## src/rtl/dlbf_coeffs_stream_seq.sv

```systemverilog
// rtl/dlbf_coeffs_stream_seq.sv - coefficient RAM reader streaming beamforming coefficients on AXI4-Stream
//
// Reads ni passes over a window of ro words from the coefficient RAM (port B)
// and streams them toward the AI Engine. Reads are only issued when the output
// FIFO has room for them, so RAM latency and downstream stalls never lose data.
//
// Ports:
//   clk, rstn        clock, synchronous active-low reset
//   go               run starts on a 0->1 edge while idle
//   m_axis_rst       synchronous active-high soft reset (same effect as rstn)
//   block_size       beats per packet (0 treated as 1)
//   niter            passes over the RAM window
//   rollover_addr    words per pass (0 means the full 2^ADDR_W space)
//   addrb, enb       RAM port-B read address / enable
//   doutb            RAM read data, valid RAM_LAT cycles after enb
//   m_axis_*         output stream
//   done             run complete, held until go drops

module dlbf_coeffs_stream_seq #(
    parameter int ADDR_W  = 16,
    parameter int DATA_W  = 128,
    parameter int RAM_LAT = 2,
    parameter int FIFO_D  = 4
) (
    input  logic              clk,
    input  logic              rstn,
    input  logic              go,
    input  logic              m_axis_rst,
    input  logic [11:0]       block_size,
    input  logic [11:0]       niter,
    input  logic [15:0]       rollover_addr,
    output logic [ADDR_W-1:0] addrb,
    output logic              enb,
    input  logic [DATA_W-1:0] doutb,
    output logic [DATA_W-1:0] m_axis_tdata,
    output logic              m_axis_tvalid,
    input  logic              m_axis_tready,
    output logic              m_axis_tlast,
    output logic              done
);

    localparam logic [1:0] S_IDLE  = 2'd0;
    localparam logic [1:0] S_FETCH = 2'd1;
    localparam logic [1:0] S_DRAIN = 2'd2;
    localparam logic [1:0] S_DONE  = 2'd3;

    // ro needs one extra bit so that a full 2^ADDR_W window is representable
    localparam int RO_W  = ADDR_W + 1;
    localparam int PTR_W = (FIFO_D > 1) ? $clog2(FIFO_D) : 1;
    localparam int OCC_W = $clog2(FIFO_D + RAM_LAT + 1) + 1;

    logic [1:0]          r_state;
    logic                r_go_d;
    logic [11:0]         r_bs;
    logic [11:0]         r_ni;
    logic [RO_W-1:0]     r_ro;
    logic [ADDR_W-1:0]   r_addrb;
    logic [11:0]         r_iter;
    logic [11:0]         r_beat;
    logic [RAM_LAT-1:0]  r_pipe;
    logic [OCC_W-1:0]    r_inflight;
    logic [OCC_W-1:0]    r_count;
    logic [PTR_W-1:0]    r_wr_ptr;
    logic [PTR_W-1:0]    r_rd_ptr;
    logic [DATA_W-1:0]   r_mem [FIFO_D];

    logic                w_rst;
    logic                w_go_rise;
    logic                w_enb;
    logic                w_wrap;
    logic                w_last_read;
    logic                w_pipe_out;
    logic                w_tvalid;
    logic                w_xfer;
    logic                w_final_head;
    logic                w_tlast;
    logic [11:0]         w_bs_in;
    logic [RO_W-1:0]     w_ro_in;
    logic [ADDR_W-1:0]   w_ro_m1;

    assign w_rst     = !rstn || m_axis_rst;
    assign w_go_rise = go && !r_go_d;

    assign w_bs_in = (block_size == 12'd0) ? 12'd1 : block_size;
    assign w_ro_in = (rollover_addr == 16'd0) ? (RO_W'(1) << ADDR_W) : RO_W'(rollover_addr);
    assign w_ro_m1 = ADDR_W'(r_ro - RO_W'(1));

    // Credit rule: a read is issued only if its word is guaranteed a FIFO slot,
    // counting both stored words and reads still travelling through the RAM.
    assign w_enb       = (r_state == S_FETCH) && ((r_count + r_inflight) < OCC_W'(FIFO_D));
    assign w_wrap      = (r_addrb == w_ro_m1);
    assign w_last_read = w_enb && w_wrap && (r_iter == (r_ni - 12'd1));

    assign w_pipe_out = r_pipe[RAM_LAT-1];

    assign w_tvalid = (r_count != '0) && (r_state != S_DONE);
    assign w_xfer   = w_tvalid && m_axis_tready;

    // The head is the final beat of the run only once every read has been
    // issued and returned and it is the sole stored word. Nothing can arrive
    // behind it after that, so tlast stays stable while the beat is stalled.
    assign w_final_head = (r_state == S_DRAIN) && (r_count == OCC_W'(1)) && (r_inflight == '0);
    assign w_tlast      = w_tvalid && ((r_beat == (r_bs - 12'd1)) || w_final_head);

    assign addrb         = r_addrb;
    assign enb           = w_enb;
    assign m_axis_tdata  = r_mem[r_rd_ptr];
    assign m_axis_tvalid = w_tvalid;
    assign m_axis_tlast  = w_tlast;
    assign done          = (r_state == S_DONE);

    // Control FSM, address generation and packet beat counter
    always_ff @(posedge clk) begin
        if (w_rst) begin
            r_state <= S_IDLE;
            r_go_d  <= go;
            r_bs    <= 12'd1;
            r_ni    <= '0;
            r_ro    <= '0;
            r_addrb <= '0;
            r_iter  <= '0;
            r_beat  <= '0;
        end else begin
            r_go_d <= go;

            if (w_xfer) begin
                r_beat <= w_tlast ? 12'd0 : r_beat + 12'd1;
            end

            case (r_state)
                S_IDLE: begin
                    if (w_go_rise) begin
                        r_bs    <= w_bs_in;
                        r_ni    <= niter;
                        r_ro    <= w_ro_in;
                        r_addrb <= '0;
                        r_iter  <= '0;
                        r_beat  <= '0;
                        r_state <= (niter == 12'd0) ? S_DONE : S_FETCH;
                    end
                end
                S_FETCH: begin
                    if (w_enb) begin
                        if (w_wrap) begin
                            r_addrb <= '0;
                            r_iter  <= r_iter + 12'd1;
                        end else begin
                            r_addrb <= r_addrb + ADDR_W'(1);
                        end
                        if (w_last_read) begin
                            r_state <= S_DRAIN;
                        end
                    end
                end
                S_DRAIN: begin
                    if ((w_xfer && w_final_head) || ((r_count == '0) && (r_inflight == '0))) begin
                        r_state <= S_DONE;
                    end
                end
                default: begin
                    if (!go) begin
                        r_state <= S_IDLE;
                    end
                end
            endcase
        end
    end

    // RAM read pipeline tracking and FIFO occupancy
    always_ff @(posedge clk) begin
        if (w_rst) begin
            r_pipe     <= '0;
            r_inflight <= '0;
            r_count    <= '0;
            r_wr_ptr   <= '0;
            r_rd_ptr   <= '0;
        end else begin
            r_pipe     <= (r_pipe << 1) | RAM_LAT'(w_enb);
            r_inflight <= r_inflight + OCC_W'(w_enb) - OCC_W'(w_pipe_out);
            r_count    <= r_count + OCC_W'(w_pipe_out) - OCC_W'(w_xfer);
            if (w_pipe_out) begin
                r_wr_ptr <= (r_wr_ptr == PTR_W'(FIFO_D - 1)) ? '0 : r_wr_ptr + PTR_W'(1);
            end
            if (w_xfer) begin
                r_rd_ptr <= (r_rd_ptr == PTR_W'(FIFO_D - 1)) ? '0 : r_rd_ptr + PTR_W'(1);
            end
        end
    end

    // FIFO storage needs no reset; occupancy is tracked by r_count
    always_ff @(posedge clk) begin
        if (w_pipe_out) begin
            r_mem[r_wr_ptr] <= doutb;
        end
    end

endmodule

```

## config.mk

```make
export PLATFORM = sky130hd
export DESIGN_NAME = dlbf_coeffs_stream_seq
export DESIGN_NICKNAME = d
export VERILOG_FILES = /design/src/rtl/dlbf_coeffs_stream_seq.sv
export SDC_FILE = /design/constraint.sdc
export NUM_CORES = 1
export LEC_CHECK = 0
export BUFFER_PORTS_ARGS = -buffer_cell sky130_fd_sc_hd__buf_2
export CAP_MARGIN = 30
export CORE_ASPECT_RATIO = 1.2
export CORE_MARGIN = 2
export CORE_UTILIZATION = 45
export CTS_CLUSTER_SIZE = 28
export DETAILED_ROUTE_END_ITERATION = 8
export SLEW_MARGIN = 40
export SYNTH_ARGS = -nofsm -noshare
export SYNTH_HDL_FRONTEND = slang
export SYNTH_SLANG_ARGS = --single-unit
```

## constraint.sdc

```tcl
create_clock -name clk -period 5.7 [get_ports clk]
set_input_delay 0.285 -clock clk [delete_from_list [all_inputs] [get_ports clk]]
set_output_delay 0.285 -clock clk [all_outputs]
set_load 0.05 [all_outputs]
```

==> flow_metrics.py <==
metrics = {
    "hold_path": {
        "worstHoldPathCells": 4,
        "hold_path.startpoint": "m_axis_rst",
        "hold_class": "in2reg",
        "hold_end": "r_bs[0]$_SDFFE_PP1P_",
    },
    "synth": {
        "syn_area_um2": 24100,
        "yosysWarnings": 0,
        "syn_inst": 1380,
        "ys_ff_latch": 611,
        "synth-seq-area-share_pct": 72.2,
        "synth_area_leaders": "edfxtp_1 64%, mux4_2 12%, dfxtp_1 8.2%",
        "synth_top_area_share_pct": 63.9,
        "ys_async_sr_fraction_pct": 0,
        "synth_ff_type": "edfxtp_1",
        "yosys-top-cells-count": "512 x edfxtp_1, 128 x mux4_2, 111 x nand2_1",
        "yosysMostFrequentCell": "edfxtp_1",
        "syn-mean-instance-area_um2": 17.4,
        "ys_types": 66,
        "synth-edff-count": 512,
        "syn-num-nets": 1582,
        "yosysTopAreaCell": "edfxtp_1",
    },
    "grt": {
        "grt_antenna_before_repair": 4,
        "grt.total_usage_pct": 19.5,
        "grt-ovfl-total": 0,
        "grt_max_degree": 130,
        "grt_pass1_wl_mm": 83.2,
        "grt_pass1_vias": 14200,
    },
    "sta": {
        "post-route-min-period_ps": 3760,
        "worst_clock_skew_ps": 21.1,
        "period_share_pct": 65.9,
        "slew_violations": 0,
        "fmax_ghz": 0.266,
        "report.final.hold_viol_count": 0,
        "rsz0062_at_grt": "false",
        "worst_pin_slew_ps": 759,
        "setup_tns_ps": 0,
        "setup_violations": 0,
        "slew_headroom_pct": 49.4,
    },
    "placed_design": {
        "dp_hpwl_mm": 33.7,
        "finalWeightedCongestion": 0.819,
        "placed_cell_area_um2": 26600,
        "port_buffers": 320,
        "placed_cells": 2365,
    },
    "routing": {
        "routed_wl_mm": 54.1,
        "ant_nets": 0,
        "wl_met1_mm": 22.2,
        "highest-signal-layer": "met5",
        "viasPerCell": 5.28,
        "firstDrtPassIters": 5,
        "vias": 14000,
        "met3_wirelength_mm": 3.17,
        "wire_per_inst_um": 20.5,
        "drtIter0Drc": 876,
        "wl_met2_mm": 27.3,
        "drc_errors": 0,
    },
    "cts": {
        "numCtsBuffers": 58,
        "insertion_delay_ps": 620,
        "cts_setup_buffers": 0,
        "clk_pin_slew_worst_paths_ps": 70,
        "cts_tree": "built",
        "cts.repair.resized": 0,
        "htreeDepth": 2,
        "clockBufferDepth": 3,
        "clock-sinks": 611,
        "clock-root-buffer": "clkbuf_16",
    },
    "power": {
        "power.total_mw": 9.87,
        "ir_drop_mv": 0.260,
        "cellPowerDensity_nw_per_um2": 326,
        "power_leakage_nw": 10.4,
    },
    "critical_path": {
        "crit_chain": "nor3_1 > nand2_1 > or4b_2 > a2111oi_0 > a32o_1 > and2_1 > buf_2",
        "crit_buf_inv": 1,
        "critPathTopFamily": "simple AND/OR/NAND/NOR gates",
        "critPathRequiredTime_ps": 5410,
        "cp.arrival_ps": 3470,
        "path_max_fanout": 7,
        "slowest_stage": "nor3_1",
        "critical_path.endpoint_type": "output pin",
        "r2r_slack_ps": 2130,
        "path_class": "reg2out",
        "crit_path_start_kind": "flop",
        "max_stage_delay_ps": 630,
        "r2r_start": "r_ro[0]$_SDFFE_PP0P_",
        "rr_endpoint": "addrb[5]$_SDFFE_PP0P_",
        "rr_worst_depth": 10,
    },
    "die": {
        "die_y_um": 257,
        "coreArea_um2": 52700,
        "die_x_um": 215,
        "num_io_pins": 321,
        "initial_core_util_pct": 45.6,
        "dieArea_um2": 55300,
        "rows": 92,
    },
    "cells_and_area": {
        "fillCellCount": 4185,
        "drive_gt1_share_pct": 29.2,
        "stdcell_count": 2646,
        "layout.nets": 2094,
        "design_area_um2": 30300,
        "area_growth_pct": 25.9,
    },
    "status": {
        "outcome": "finished, final reports clean",
    },
    "job": {
        "maxCapViolCount": 0,
    },
}
through the flow:
step / hold WS, ps / worst slack, ps / util, %
final: 83.3 / 1940 / 57.4
after global routing: 95.4 / 1650 / 57.4
after CTS: 54.1 / 1930 / 57.3
after detailed placement: 410 / 2100 / 50.4
after global placement: 412 / 1940 / 50.2
after floorplan: 313 / 1720 / -
worst register-to-register path, stage by stage (launching register included):
cell	delay (ps)
dfxtp_1	450
inv_1	80
ha_1	320
nor2b_1	180
or3_1	350
a31o_2	240
a2111oi_0	400
nand4_1	200
o21a_1	460
o21ai_2	630
nor2_1	120
flip-flops by register name, summed over array words and instances, names as in the netlist, named ones only:
| register | cells |
|---|---|
| r_count | 4 |
| r_bs | 12 |
| r_rd_ptr | 2 |
| r_pipe | 2 |
| r_iter | 12 |
| r_go_d | 1 |
| r_beat | 12 |
| addrb | 16 |
| r_ro | 16 |
| r_inflight | 4 |
| r_wr_ptr | 2 |
| r_ni | 12 |
| r_state | 2 |
| r_mem | 512 |
power breakdown:
part | switching [mW] | internal, mW
clock network | 1.63 | 2.26
registers | 0.0425 | 4.85
logic | 0.663 | 0.423
total | 2.33 | 7.54
cell usage in the layout (no fill, tap or decap), types with 21 or more instances in the layout:
cell,count
edfxtp_1,512
buf_2,320
dlygate4sd3_1,169
mux4_2,128
nand2_1,111
dfxtp_1,97
nor2_1,62
clkbuf_16,59
a21oi_1,55
xnor2_1,36
xor2_1,33
inv_1,32
ha_1,27
o21ai_0,21
layer usage:
layer  global-route usage, %  vias up
met4                    5.88        6
li1                        -     6460
met3                    4.04       89
met2                    33.2      370
met1                    25.3     7053
met5                       0        -
repair_timing:
action	CTS	global route
setup endpoints to repair	0	0
endpoints found under the hold margin	553	0
hold buffers	169	0
area by class of cell:
cell class	count	area [µm²]	share of cell area [%]
Multi-Input combinational cell	679	6370	21.0
Tap cell	705	882	2.91
Inverter	33	124	0.409
Clock inverter	36	408	1.35
Timing Repair Buffer	509	3600	11.9
Antenna cell	1	2.50	0.00827
Clock buffer	72	1530	5.04
Sequential cell	611	17400	57.4
worst max-delay path by stage:
stage,startpoint,cells after the start,to
after CTS,r_bs[2]$_SDFFE_PP0P_,7,m_axis_tlast
after floorplan,r_wr_ptr[0]$_SDFFE_PP0P_,3,r_mem[0][0]$_DFFE_PP_
after global placement,r_ro[0]$_SDFFE_PP0P_,10,addrb[7]$_SDFFE_PP0P_
after detailed placement,r_ro[0]$_SDFFE_PP0P_,10,addrb[12]$_SDFFE_PP0P_
after global routing,r_ro[0]$_SDFFE_PP0P_,10,addrb[5]$_SDFFE_PP0P_
final,r_bs[2]$_SDFFE_PP0P_,7,m_axis_tlast
cells by family (layout without fill, tap and decap cells):
family | Yosys count | after routing | synth area share (%)
other cells | 0 | 1 | 0
buf+inv | 90 | 650 | 1.45
xor+xnor | 70 | 70 | 2.61
flops | 611 | 611 | 72.2
compound gates | 123 | 123 | 3.18
fa+ha+maj | 29 | 29 | 1.57
mux | 137 | 137 | 12.4
simple gates | 320 | 320 | 6.66
Power figures use the tool's default switching activity.
